File: config.mk
export PLATFORM = sky130hd
export DESIGN_NAME = accel_job_sequencer
export DESIGN_NICKNAME = d
export VERILOG_FILES = /design/src/rtl/accel_job_sequencer.sv
export SDC_FILE = /design/constraint.sdc
export NUM_CORES = 1
export LEC_CHECK = 0
export CELL_PAD_IN_SITES_DETAIL_PLACEMENT = 0
export CELL_PAD_IN_SITES_GLOBAL_PLACEMENT = 1
export CORE_MARGIN = 10
export CORE_UTILIZATION = 36
export DETAILED_ROUTE_END_ITERATION = 8
export PLACE_DENSITY = 0.85
export SLEW_MARGIN = 20
export SYNTH_ARGS = -nofsm -noshare
export SYNTH_HDL_FRONTEND = slang
export SYNTH_SLANG_ARGS = --single-unit
File: constraint.sdc
create_clock -name Clk -period 4.3 [get_ports Clk]
set_input_delay 0.645 -clock Clk [delete_from_list [all_inputs] [get_ports Clk]]
set_output_delay 0.645 -clock Clk [all_outputs]
set_load 0.005 [all_outputs]
File: src/rtl/accel_job_sequencer.sv
// accel_job_sequencer: second bus master that offloads a batch of factorial jobs to the accelerator.
// Define SEQ_TIMEOUT_EN to add a per-word watchdog on the accelerator done flag.
module accel_job_sequencer #(
  parameter logic [31:0] ACCEL_BASE = 32'h0000_0800,
  parameter int unsigned DONE_BIT   = 3,
  parameter int unsigned TIMEOUT    = 1024
) (
  input  logic        Clk,
  input  logic        Rst,
  input  logic        start,
  input  logic [31:0] src_addr,
  input  logic [31:0] dst_addr,
  input  logic [15:0] count,
  output logic        busy,
  output logic        done,
  output logic        error,
  output logic [15:0] words_done,
  output logic [31:0] addr_dm,
  output logic [31:0] wd_dm,
  output logic        we,
  input  logic [31:0] rd_dm,
  input  logic [3:0]  ex_int
);
  // IDLE wait start | NEXT word/end decision | RD_SRC fetch operand | WR_ARG/WR_GO program accel
  // WAIT_DONE wait done flag | RD_RES fetch result (clears flag) | WR_DST store result
  typedef enum logic [2:0] {
    S_IDLE, S_NEXT, S_RD_SRC, S_WR_ARG, S_WR_GO, S_WAIT_DONE, S_RD_RES, S_WR_DST
  } state_e;

  localparam logic [1:0] DONE_IDX = DONE_BIT[1:0];

  state_e      state_q;
  logic [31:0] src_q;
  logic [31:0] dst_q;
  logic [31:0] data_q;
  logic [15:0] cnt_q;
  logic [15:0] words_done_q;
  logic        busy_q;
  logic        done_q;
  logic [31:0] offset;
  logic        acc_done;
  logic        unused_ex_int;

  assign offset        = {14'd0, words_done_q, 2'b00};
  assign acc_done      = ex_int[DONE_IDX];
  assign unused_ex_int = ^ex_int;

`ifdef SEQ_TIMEOUT_EN
  localparam int unsigned TW = (TIMEOUT > 1) ? $clog2(TIMEOUT) : 1;
  logic [TW-1:0] tmr_q;
  logic          error_q;
  assign error = error_q;
`else
  assign error = 1'b0;
`endif

  assign busy       = busy_q;
  assign done       = done_q;
  assign words_done = words_done_q;

  always_ff @(posedge Clk or negedge Rst) begin
    if (!Rst) begin
      state_q      <= S_IDLE;
      src_q        <= '0;
      dst_q        <= '0;
      data_q       <= '0;
      cnt_q        <= '0;
      words_done_q <= '0;
      busy_q       <= 1'b0;
      done_q       <= 1'b0;
`ifdef SEQ_TIMEOUT_EN
      tmr_q        <= '0;
      error_q      <= 1'b0;
`endif
    end else begin
      done_q <= 1'b0;
      case (state_q)
        S_IDLE: begin
          if (start) begin
            src_q        <= src_addr;
            dst_q        <= dst_addr;
            cnt_q        <= count;
            words_done_q <= '0;
            busy_q       <= 1'b1;
`ifdef SEQ_TIMEOUT_EN
            error_q      <= 1'b0;
`endif
            state_q      <= S_NEXT;
          end
        end
        S_NEXT: begin
          if (words_done_q == cnt_q) begin
            done_q  <= 1'b1;
            busy_q  <= 1'b0;
            state_q <= S_IDLE;
          end else begin
            state_q <= S_RD_SRC;
          end
        end
        S_RD_SRC: begin
          data_q  <= rd_dm;
          state_q <= S_WR_ARG;
        end
        S_WR_ARG: state_q <= S_WR_GO;
        S_WR_GO: begin
`ifdef SEQ_TIMEOUT_EN
          tmr_q   <= TW'(TIMEOUT - 1);
`endif
          state_q <= S_WAIT_DONE;
        end
        S_WAIT_DONE: begin
          // A flag that was already latched when we arrive is taken immediately.
          if (acc_done) begin
            state_q <= S_RD_RES;
          end
`ifdef SEQ_TIMEOUT_EN
          else if (tmr_q == '0) begin
            error_q <= 1'b1;
            done_q  <= 1'b1;
            busy_q  <= 1'b0;
            state_q <= S_IDLE;
          end else begin
            tmr_q <= tmr_q - TW'(1);
          end
`endif
        end
        S_RD_RES: begin
          data_q  <= rd_dm;
          state_q <= S_WR_DST;
        end
        S_WR_DST: begin
          words_done_q <= words_done_q + 16'd1;
          state_q      <= S_NEXT;
        end
        default: state_q <= S_IDLE;
      endcase
    end
  end

  always_comb begin
    addr_dm = '0;
    wd_dm   = '0;
    we      = 1'b0;
    case (state_q)
      S_RD_SRC: addr_dm = src_q + offset;
      S_WR_ARG: begin
        addr_dm = ACCEL_BASE;
        wd_dm   = data_q;
        we      = 1'b1;
      end
      S_WR_GO: begin
        addr_dm = ACCEL_BASE + 32'h4;
        wd_dm   = 32'h1;
        we      = 1'b1;
      end
      S_RD_RES: addr_dm = ACCEL_BASE + 32'hC;
      S_WR_DST: begin
        addr_dm = dst_q + offset;
        wd_dm   = data_q;
        we      = 1'b1;
      end
      default: ;
    endcase
  end

endmodule

==> results.json <==
{
  "synth_simple_gate_area_share_pct": 28.4,
  "post_synth_num_cell_types": 54,
  "drt-met1-wl_um": 10500,
  "cp_cell_sequence": "nand3_4 -> buf_4 -> nand2_1 -> nand2_1 -> ha_1 -> nand3_2 -> nor3_2 -> o221ai_2 -> buf_4 -> a211oi_4 -> a21oi_1 -> nor3_1 -> clkdlybuf4s50_1",
  "routed_wl_um": 24400,
  "dp_cells": 1344,
  "synthToLayoutAreaGrowth_pct": 44.7,
  "design_power_total_uw": 6930,
  "highest_layer": "met4",
  "std_cell_core_area_mm2": 0.0203,
  "worst_setup_path_start_kind": "flip-flop",
  "cts-htree-levels": 4,
  "clock-root-buffer": "clkbuf_16",
  "fmax_mhz": 244,
  "grt_usage_pct": 18.0,
  "timing.setup.tns_ps": 0,
  "slowest_delay_ps": 530,
  "clock_latency_on_the_worst_skew_pair_ps": 420,
  "asyncSetResetFlopFracSynth_pct": 100,
  "synth_top_family_by_area": "simple AND/OR/NAND/NOR gates",
  "grt_max_degree": 72,
  "hold_violations_final": 0,
  "detail-route-antenna-nets": 0,
  "avgRoutedWirePerCell_um": 17.6,
  "numPortBuffers": 198,
  "first_global_vias": 6962,
  "p_leak_uw": 0.00509,
  "cts_hold_buf": 0,
  "finalCritPeriodShare_pct": 95.5,
  "layout_nets": 1240,
  "yosysSeqAreaShare_pct": 44.7,
  "synth-xor-area-share_pct": 3.77,
  "floorplan.die.height_um": 164,
  "met3WireLength_um": 1220,
  "viasPerCell": 4.98,
  "arrival_time_at_the_worst_endpoint_ps": 3460,
  "tritoncts_clock_tree": "yes",
  "relative_slew_slack_pct": 28.7,
  "rsz_0062_raised_after_global_routing": "yes",
  "antenna_cells_inserted": 0,
  "syn_inst": 891,
  "status": "finished clean",
  "drive_above_1_share_pct": 13.7,
  "post_synth_main_area_contributors": "dfrtp_1 (45%), nand2_1 (17%), mux2_2 (5.0%), and3_1 (3.3%), ha_1 (3.2%)",
  "timing.hold.worst.class": "in2async",
  "clk_sinks": 133,
  "critical_path_class": "reg2out",
  "drc": 0,
  "detailedRoute.firstIterationViolations": 303,
  "initial_core_util_pct": 36.6,
  "grt_antenna_before_repair": 0,
  "tightest_slew_ps": 1070,
  "irDropWorstVdd_mv": 0.306,
  "timing.max_cap.violations": 0,
  "synth-warning-count": 0,
  "gp_congestion": 0.912,
  "post-synth-top-area-cell": "dfrtp_1",
  "layoutNonFillerInstCount": 1384,
  "fp-row-count": 52,
  "grt_pass1_wl_um": 38300,
  "met2WireLength_um": 12100,
  "synth_area_per_cell_um2": 8.35,
  "timing_max_transition_violations_final": 0,
  "ys.flop_type": "dfrtp_1",
  "ys_seq_elements": 133,
  "cts-buffers-inserted": 17,
  "die-area_mm2": 0.0268,
  "clock-skew-final_ps": 9.12,
  "synth-edff-count": 0,
  "vias": 6889,
  "place.detailed.hpwl_um": 17700,
  "post_synth_instance_area_mm2": 0.00744,
  "min_period_ps": 4110,
  "synth_compound_area_share_pct": 9.17,
  "clock_edge_transition_at_the_registers_on_the_reported_setup_and_hold_paths_ps": 60,
  "critical_path_peak_fanout": 8,
  "fin_worst_hold_slack_ps": 234,
  "synthDominantCellAreaShare_pct": 44.7,
  "worstSetupEndpointType": "output port",
  "worst_path_max_delay_cell": "clkdlybuf4s50_1",
  "post_synth_fa_ha_maj_area_fraction_pct": 3.46,
  "synth_fp_nets": 1030,
  "die_w_um": 164,
  "synth.area.mux_share_pct": 7.01,
  "worst-endpoint-required_ps": 3650,
  "ioPinCount": 203,
  "drt_pass1_iterations": 5,
  "finalSetupViolCount": 0,
  "clockBufferDepth": 2,
  "grt.overflow.total": 0,
  "final_core_util_pct": 53.0,
  "power_per_cell_area_mw_per_mm2": 644
}
[path summary, 6_finish.rpt]
check,from,endpoint,slack [ps],cells past startpoint
max,state_q[1],addr_dm[26],190,13
min reg2reg,src_q[2],src_q[2],480,2
min in group Clk,src_q[2],src_q[2],480,2
max in group asynchronous,Rst,state_q[0],3130,2
max reg2reg,state_q[0],dst_q[14],1510,7
min,Rst,busy,230,1
[flip-flops by register name, indices dropped and copies added, names as in the netlist]
signal and flops:
done 1, cnt_q 16, state_q 3, busy 1
src_q 32, dst_q 32, data_q 32, words_done 16
[cells in the mapped netlist, drive strengths merged, types with 2 or more instances]
cell,instances
a211oi,4
a21boi,5
a21o,4
a21oi,31
a31oi,6
and2,2
and3,39
buf,16
clkbuf,34
dfrtp,133
ha,19
inv,9
mux2,33
mux2i,15
nand2,334
nand2b,4
nand3,26
nand3b,2
nand4,17
nor2,35
nor2b,4
nor3,10
nor3b,6
nor4,5
o211ai,5
o21a,5
o21ai,37
o21bai,2
o221ai,2
o22ai,2
xnor2,13
xor2,19
[placed cells by master, fill, tap and decap left out, drive strengths merged, types with 10 or more instances in the layout]
cell,instances
nand2,334
clkdlybuf4s50,190
dfrtp,133
buf,43
and3,39
o21ai,37
nor2,35
mux2,33
a21oi,31
nand3,26
xor2,19
ha,19
clkbuf,18
nand4,17
mux2i,15
xnor2,13
inv,13
nor3,10
[cell families (layout without fill, tap and decap cells)]
| family | count (synthesis) | count (layout) |
|---|---|---|
| flops | 133 | 133 |
| xor+xnor | 32 | 32 |
| other cells | 1 | 1 |
| fa+ha+maj | 20 | 20 |
| compound gates | 111 | 112 |
| buf+inv | 59 | 281 |
| simple gates | 487 | 487 |
| mux | 48 | 48 |
[stage by stage]
step | cell area (um^2) | setup WS [ps]
after floorplan | 7440 | 533
after global placement | 9820 | 125
after detailed placement | 9820 | 127
after CTS | 10600 | 1.25
after global routing | 10800 | -25.2
final | 10800 | 194
[metal layers]
layer	vias up	GRT usage [%]
met3	32	3.80
met4	0	6.78
met2	187	30.1
met5	-	0
li1	3427	-
met1	3243	22.3
[repair_timing]
item                       4_1_cts  5_1_grt
pin swaps                        2       10
gates cloned                     1        0
setup buffers                    0        7
gates resized for setup         33       22
setup endpoints to repair       16       17
[worst max-delay path: cells and delay by family (launching register included)]
kind	cells	cell delay (ps)
AO/OA/AOI/OAI	3	560
AND/OR/NAND/NOR	6	800
buffers and inverters	3	920
flip-flops	1	410
adder cells (fa/ha/maj)	1	340
[area by class of cell]
class                   count  area [um^2]
fillers                  1921         9530
multi-input cells         700         4130
flip-flops and latches    133         3330
repair buffers            240         2320
clock buffers              18          439
well taps                 270          338
clock inverters            14          174
inverters                   9         33.8
[where the power goes]
part / leakage [uW] / internal [uW] / switching [uW]
Clock: 0.000290 / 933 / 599
Combinational: 0.00315 / 1550 / 1660
Sequential: 0.00165 / 1800 / 394
Note: power is estimated with default switching activity, not from simulation.
